## src/rtl/fifo_prog.sv

```systemverilog
// Synchronous FIFO with programmable almost-full/almost-empty thresholds and sticky error flags.
// Define FIFO_PROG_FWFT_EN for first-word-fall-through output; default is registered-read output.
`timescale 1ns / 1ps
module fifo_prog #(
  parameter int unsigned DATA_WIDTH = 16,
  parameter int unsigned ADDR_WIDTH = 4
) (
  input  logic                  clk,
  input  logic                  rst_n,
  input  logic                  clear,
  input  logic                  push,
  input  logic [DATA_WIDTH-1:0] push_data,
  input  logic                  pop,
  output logic [DATA_WIDTH-1:0] pop_data,
  output logic                  pop_valid,
  input  logic [ADDR_WIDTH:0]   af_level,
  input  logic [ADDR_WIDTH:0]   ae_level,
  output logic [ADDR_WIDTH:0]   count,
  output logic                  full,
  output logic                  empty,
  output logic                  almost_full,
  output logic                  almost_empty,
  output logic                  overflow,
  output logic                  underflow
);

  localparam int unsigned Depth = 2 ** ADDR_WIDTH;
  localparam logic [ADDR_WIDTH:0] DepthW = {1'b1, {ADDR_WIDTH{1'b0}}};

  logic [DATA_WIDTH-1:0] mem [Depth];

  logic [ADDR_WIDTH:0]   wr_ptr_q, wr_ptr_d;
  logic [ADDR_WIDTH:0]   rd_ptr_q, rd_ptr_d;
  logic [ADDR_WIDTH:0]   count_q, count_d;
  logic                  full_q, full_d;
  logic                  empty_q, empty_d;
  logic                  af_q, af_d;
  logic                  ae_q, ae_d;
  logic                  ovf_q, ovf_d;
  logic                  udf_q, udf_d;
  logic                  valid_q, valid_d;
  logic [DATA_WIDTH-1:0] data_q, data_d;

  logic push_acc;
  logic pop_acc;
  logic ram_rd;
`ifdef FIFO_PROG_FWFT_EN
  logic [ADDR_WIDTH:0] ram_cnt;
`endif

  always_comb begin
    push_acc = push & ~full_q;
    pop_acc  = pop & ~empty_q;
    count_d  = count_q + (ADDR_WIDTH + 1)'(push_acc) - (ADDR_WIDTH + 1)'(pop_acc);

`ifdef FIFO_PROG_FWFT_EN
    // Words still in the RAM, excluding the one presented on pop_data.
    ram_cnt  = wr_ptr_q - rd_ptr_q;
    ram_rd   = (ram_cnt != '0) & (~valid_q | pop_acc);
    valid_d  = ram_rd | (valid_q & ~pop_acc);
`else
    ram_rd   = pop_acc;
    valid_d  = pop_acc;
`endif

    wr_ptr_d = wr_ptr_q + (ADDR_WIDTH + 1)'(push_acc);
    rd_ptr_d = rd_ptr_q + (ADDR_WIDTH + 1)'(ram_rd);
    data_d   = ram_rd ? mem[rd_ptr_q[ADDR_WIDTH-1:0]] : data_q;

`ifdef FIFO_PROG_FWFT_EN
    full_d   = (count_d == DepthW);
    empty_d  = ~valid_d;
`else
    // Equal addresses with differing wrap bits mean full; identical pointers mean empty.
    full_d   = (wr_ptr_d == (rd_ptr_d ^ DepthW));
    empty_d  = (wr_ptr_d == rd_ptr_d);
`endif

    af_d     = (count_d >= af_level);
    ae_d     = (count_d <= ae_level);
    ovf_d    = ovf_q | (push & full_q);
    udf_d    = udf_q | (pop & empty_q);

    if (clear) begin
      wr_ptr_d = '0;
      rd_ptr_d = '0;
      count_d  = '0;
      full_d   = 1'b0;
      empty_d  = 1'b1;
      af_d     = 1'b0;
      ae_d     = 1'b1;
      ovf_d    = 1'b0;
      udf_d    = 1'b0;
      valid_d  = 1'b0;
      data_d   = data_q;
    end
  end

  // Data array carries no reset so it maps onto block RAM.
  always_ff @(posedge clk) begin
    if (push_acc && !clear) begin
      mem[wr_ptr_q[ADDR_WIDTH-1:0]] <= push_data;
    end
  end

  always_ff @(posedge clk or negedge rst_n) begin
    if (!rst_n) begin
      wr_ptr_q <= '0;
      rd_ptr_q <= '0;
      count_q  <= '0;
      full_q   <= 1'b0;
      empty_q  <= 1'b1;
      af_q     <= 1'b0;
      ae_q     <= 1'b1;
      ovf_q    <= 1'b0;
      udf_q    <= 1'b0;
      valid_q  <= 1'b0;
      data_q   <= '0;
    end else begin
      wr_ptr_q <= wr_ptr_d;
      rd_ptr_q <= rd_ptr_d;
      count_q  <= count_d;
      full_q   <= full_d;
      empty_q  <= empty_d;
      af_q     <= af_d;
      ae_q     <= ae_d;
      ovf_q    <= ovf_d;
      udf_q    <= udf_d;
      valid_q  <= valid_d;
      data_q   <= data_d;
    end
  end

  assign pop_data     = data_q;
  assign pop_valid    = valid_q;
  assign count        = count_q;
  assign full         = full_q;
  assign empty        = empty_q;
  assign almost_full  = af_q;
  assign almost_empty = ae_q;
  assign overflow     = ovf_q;
  assign underflow    = udf_q;

  a_count_range: assert property (@(posedge clk) disable iff (!rst_n) count_q <= DepthW);
  a_full_empty:  assert property (@(posedge clk) disable iff (!rst_n) !(full_q && empty_q));

endmodule

```

## config.mk

```make
export PLATFORM = sky130hd
export DESIGN_NAME = fifo_prog
export DESIGN_NICKNAME = d
export VERILOG_FILES = /design/src/rtl/fifo_prog.sv
export SDC_FILE = /design/constraint.sdc
export NUM_CORES = 1
export LEC_CHECK = 0
export ABC_AREA = 1
export BUFFER_PORTS_ARGS = -buffer_cell sky130_fd_sc_hd__buf_4
export CAP_MARGIN = 5
export CELL_PAD_IN_SITES_DETAIL_PLACEMENT = 0
export CELL_PAD_IN_SITES_GLOBAL_PLACEMENT = 2
export CORE_MARGIN = 5
export CORE_UTILIZATION = 44
export CTS_CLUSTER_DIAMETER = 60
export DETAILED_ROUTE_END_ITERATION = 7
export PLACE_DENSITY_LB_ADDON = 0.2
export SLEW_MARGIN = 20
export SYNTH_ARGS = -nofsm -noshare
export SYNTH_HDL_FRONTEND = slang
export SYNTH_SLANG_ARGS = --single-unit
```

## constraint.sdc

```tcl
create_clock -name clk -period 7.1 [get_ports clk]
set_input_delay 0 -clock clk [delete_from_list [all_inputs] [get_ports clk]]
set_output_delay 0 -clock clk [all_outputs]
set_load 0.01 [all_outputs]
```

After elaboration in Yosys (flattened, before gate mapping)

Memories as Yosys holds them, arrays and structs flattened. A register that Yosys moved wholly into a read port is not among the register bits.
Cells that the tools add are included.

Bits of input ports: 31
Memories kept: 1
Bits in registers: 22
RAM bits: 256
Logic and storage cells: 45
Output and inout bits: 28

Memory list:

| memory | words | width | rd ports | clocked after Yosys merged registers in | write ports | line | RTL |
|---|---|---|---|---|---|---|---|
| mem    | 16    | 16    | 1        | 1                                       | 1           | 30   | `logic [DATA_WIDTH-1:0] mem [Depth];` |

Add/subtract/negate cells: 4
Muxes and demuxes: 12
$lt $le $gt $ge: 2
Reductions and logical operators: 4
Equality and inequality tests: 2
Bitwise gates (word level): 10

Operators with widths:

| operator          | count |
|---|---|
| $add 5x1->5       | 3 |
| $mux 5            | 3 |
| $eq 5x5->1        | 2 |
| $mux 1            | 9 |
| $ge 5x5->1        | 1 |
| $le 5x5->1        | 1 |
| $sub 5x1->5       | 1 |
| $and 1x1->1       | 4 |
| $not 1->1         | 4 |
| $logic_not 1->1   | 2 |
| $or 1x1->1        | 2 |
| $reduce_and 2->1  | 1 |
| $logic_and 1x1->1 | 1 |

Depth between registers and ports, before layout

Depth in word-level cells: 6
Gate-level depth with buffers: 18
Mapped depth without buffers: 18

Worst setup path before layout

No wires, ideal clock.

Path kind: flip-flop to flip-flop
Start point: register empty_q, in the netlist empty
End point: register af_q, in the netlist almost_full
Data required time: 6.968 ns
Setup time: 0.132 ns
Clock period less this slack: 2.823 ns
Path buffers: 0
Arrival time: 2.691 ns
Cell stages (with the launch flop): 17
Slack: 4.277 ns
Cells stage by stage: dfstp_2 > nor2_1 > ha_1 > inv_1 > ha_1 > inv_1 > fa_1 > nor2_1 > o21ai_0 > nand2_1 > xnor2_1 > inv_1 > ha_1 > a21oi_1 > o21ai_0 > nor3_1 > nor2_1

Longest elaborated chain between the ends: 5

RTL lines:

| item                   | line | RTL |
|---|---|---|
| start, declared        | 36   | `logic empty_q, empty_d;` |
| start signal, assigned | 124  | `empty_q <= empty_d;` |
| $not 1->1              | 53   | `pop_acc = pop & ~empty_q;` |
| $and 1x1->1            | 53   |  |
| $sub 5x1->5            | 54   | `count_d = count_q + (ADDR_WIDTH + 1)'(push_acc) - (ADDR_WIDTH + 1)'(pop_acc);` |
| $ge 5x5->1             | 79   | `af_d = (count_d >= af_level);` |
| $mux 1                 | 84   | `if (clear) begin` |
| net af_d               | 37   | `logic af_q, af_d;` |
| end signal, assigned   | 113  | `af_q <= 1'b0;` |
| end signal, assigned   | 125  | `af_q <= af_d;` |
| end, declared          | 37   |  |

The timed path passes the listed nets, and every way through them passes these cells.

Worst setup path in the final report

Start point: register full_q, in the netlist full
End point: register ae_q, in the netlist almost_empty

Longest elaborated chain between the ends: 6

RTL lines:

| item                   | line | RTL |
|---|---|---|
| start, declared        | 35   | `logic full_q, full_d;` |
| start signal, assigned | 123  | `full_q <= full_d;` |
| $not 1->1              | 52   | `push_acc = push & ~full_q;` |
| $and 1x1->1            | 52   |  |
| $add 5x1->5            | 54   |  |
| $sub 5x1->5            | 54   |  |
| $le 5x5->1             | 80   | `ae_d = (count_d <= ae_level);` |
| $mux 1                 | 84   |  |
| net ae_d               | 38   | `logic ae_q, ae_d;` |
| end signal, assigned   | 114  | `ae_q <= 1'b1;` |
| end signal, assigned   | 126  | `ae_q <= ae_d;` |
| end, declared          | 38   |  |

The timed path passes the listed nets, and every way through them passes these cells.

==> results_dict.tcl <==
set metrics [dict create \
    status "finished, final reports clean" \
    avgRoutedWirePerCell_um 19.5 \
    grt_pass1_wl_um 47600 \
    die-height_um 177 \
    die_x_um 177 \
    portBuffers 58 \
    critPathKind "flip-flop to flip-flop" \
    drt_iter0_drc 549 \
    cts-root-buf "clkbuf_16" \
    worstPathArrival_ps 4490 \
    rrSetupSlack_ps 3030 \
    dpl.hpwl_um 18100 \
    maxSlewHeadroom 0.293 \
    critPathRequiredTime_ps 7520 \
    cts_resized 0 \
    tightest_slew_ps 1060 \
    layout_worst_path_cycle_share 0.573 \
    rsz0062_at_grt "no" \
    cts_buffer_depth 3 \
    synth.distinct_cells 28 \
    final_cells 1604 \
    pin_count 59 \
    holdCritPathClass "input port to flip-flop" \
    timing_hold_violations_final 0 \
    design_area_mm2 0.0145 \
    post-route-min-period_ps 4070 \
    areaGrowthSynthToFinish_pct 18.1 \
    ys_warn_count 0 \
    combPwrFrac 0.151 \
    internal_power_mw 3.35 \
    syn-instance-count 1117 \
    avgViaCountPerCell 5.00 \
    route.detailed.drc 0 \
    cts.reportedPaths.clkPinSlew_ps 60 \
    rows 61 \
    fin_tns_setup_ps 0 \
    placedInstanceArea_mm2 0.0131 \
    cap_violations 0 \
    finalMaxSlewViolations 0 \
    synth_nets 1168 \
    place_inst 1518 \
    ant_nets 0 \
    n_antenna_cell 0 \
    clk_latency_ps 510 \
    p_sw_mw 1.15 \
    drive_above_1_share 0.125 \
    grt_max_degree 80 \
    cp_max_fo 3 \
    synth_seq_cells 294 \
    p_leak_nw 5.83 \
    cts_buffers 34 \
    syn-mean-instance-area_um2 11.0 \
    synth.largest_area_cell "edfxtp_1" \
    grt_pass1_vias 7969 \
    cts_tree "built" \
    dieArea_mm2 0.0314 \
    critPathCaptureType "flip-flop" \
    grt-ovfl-total 0 \
    clkSinkCount 294 \
    synth_top_cell_area_share 0.624 \
    grt_usage 0.202 \
    cp-start-kind "flip-flop" \
    initial_core_util 0.445 \
    antenna_found_initial 0 \
    nets 1252 \
    skew_ps 11.6 \
    p_clk_frac 0.398 \
    netSwitchingFraction 0.256 \
    h-tree-depth 2 \
    power_density_mw_per_mm2 310 \
    fmax_mhz 246 \
    synth_seq_area_share 0.702 \
    first_pass_iters 4 \
    gp_congestion 0.776 \
    drt-total-wl_um 31200 \
    cts_hold_buffers 25 \
    post-cts-setup-buffers 0 \
    p_total_mw 4.50 \
    core_area_mm2 0.0277 \
    seq_power_share 0.451 \
    vias 8027 \
    netlist_area_mm2 0.0123 \
    ir_drop_mv 0.160 \
    setup_viol 0 \
    synth.area.top_cells "edfxtp_1, nand2_1, dfrtp_1, nand3_1, ha_1" \
]
[critical path: stages (launching register included)]
cell and delay (ps):
dfrtp_1 390, nor2_1 160, inv_1 90, ha_1 290, inv_1 60, ha_1 160, inv_1 60, fa_1 400
nor2_1 190, o21ai_0 100, nand2_1 70, xnor2_1 140, inv_1 100, ha_1 310, nand4_1 130, inv_1 50
a21oi_1 100, dlygate4sd3_1 560, nand2_1 50, dlygate4sd3_1 570
[sequential cells by signal, indices dropped and copies added (netlist names)]
name          flops
count             5
wr_ptr_q          5
overflow          1
empty             1
mem             256
pop_valid         1
full              1
rd_ptr_q          5
underflow         1
pop_data         16
almost_empty      1
almost_full       1
[cells in the mapped netlist]
| cell | instances |
|---|---|
| buf_1 | 1 |
| nor3_1 | 3 |
| inv_1 | 41 |
| xnor2_1 | 4 |
| clkinv_1 | 1 |
| o221ai_1 | 1 |
| inv_2 | 3 |
| o21ai_1 | 1 |
| ha_1 | 19 |
| nand4_1 | 7 |
| fa_1 | 1 |
| buf_2 | 34 |
| nand3_1 | 150 |
| clkbuf_1 | 7 |
| a21oi_1 | 40 |
| xor2_1 | 1 |
| o21bai_1 | 1 |
| nor2_1 | 62 |
| o21ai_0 | 2 |
| nand2_2 | 1 |
| buf_6 | 1 |
| nand3_2 | 1 |
| dfstp_2 | 2 |
| nor2_4 | 1 |
| nand2_1 | 429 |
| buf_4 | 11 |
| dfrtp_1 | 36 |
| edfxtp_1 | 256 |
[worst paths after layout]
check,depth (start not counted),to,start
max,19,almost_empty$_DFF_PN1_,full$_DFF_PN0_
min,5,almost_full$_DFF_PN0_,af_level[0]
max reg2reg,19,almost_empty$_DFF_PN1_,full$_DFF_PN0_
min reg2reg,2,pop_data[4]$_DFFE_PN0P_,pop_data[4]$_DFFE_PN0P_
max in group asynchronous,2,rd_ptr_q[0]$_DFF_PN0_,rst_n
min in group asynchronous,2,pop_data[8]$_DFFE_PN0P_,rst_n
[cells by family (layout without fill, tap and decap cells)]
| group | Yosys count | in the layout | synth area share |
|---|---|---|---|
| compound gates | 45 | 45 | 0.0188 |
| xor+xnor | 5 | 5 | 0.00356 |
| fa+ha+maj | 20 | 20 | 0.0209 |
| buf+inv | 99 | 208 | 0.0376 |
| flops | 294 | 294 | 0.702 |
| simple gates | 654 | 654 | 0.218 |
[cell usage in the layout, fill, tap and decap left out, types with 2 or more instances in the layout]
master / n
clkbuf_8: 2
nand4_1: 7
ha_1: 19
nand3_1: 150
clkbuf_16: 37
buf_4: 77
clkinv_1: 6
a21oi_1: 40
bufinv_16: 4
o21ai_0: 2
inv_2: 2
nor2_1: 46
nand2_1: 429
dfstp_2: 2
clkbuf_1: 6
xnor2_1: 4
clkinv_2: 3
nor2_4: 3
inv_1: 41
dlygate4sd3_1: 25
nor2_2: 14
dfrtp_1: 34
clkinvlp_4: 2
nor3_1: 3
edfxtp_1: 256
[layer usage]
| metal | GRT usage | up-vias | wire, um |
|---|---|---|---|
| met4 | 0.0438 | 0 | 536 |
| met5 | 0 | - | 0 |
| met3 | 0.0317 | 41 | 1570 |
| li1 | - | 3959 | - |
| met2 | 0.338 | 200 | 15000 |
| met1 | 0.281 | 3827 | 14100 |
[final cells by class]
type                            instances  area [um^2]
Fill cell                            2445        13200
Sequential cell                       294         8650
Multi-Input combinational cell        724         3260
Clock buffer                           45          976
Timing Repair Buffer                  102          828
Tap cell                              378          473
Clock inverter                         16          189
Inverter                               45          171
[per-stage QoR]
step	hold slack [ps]	setup WS, ps	utilization
final	22.9	3030	0.525
after global routing	35.4	2690	0.525
after CTS	9.69	3020	0.525
after detailed placement	33.0	4020	0.474
after global placement	34.1	4130	0.474
after floorplan	-296	4280	-
[power groups by stage]
| stage | clock network (mW) | registers (mW) | logic [mW] |
|---|---|---|---|
| finish | 1.79 | 2.03 | 0.681 |
| global route | 1.91 | 2.04 | 0.778 |
| CTS | 1.83 | 2.03 | 0.692 |
| detailed placement | 0 | 2.07 | 0.670 |
| global placement | 0 | 2.07 | 0.665 |
| floorplan | 0 | 2.06 | 0.416 |
Power figures use the tool's default switching activity.
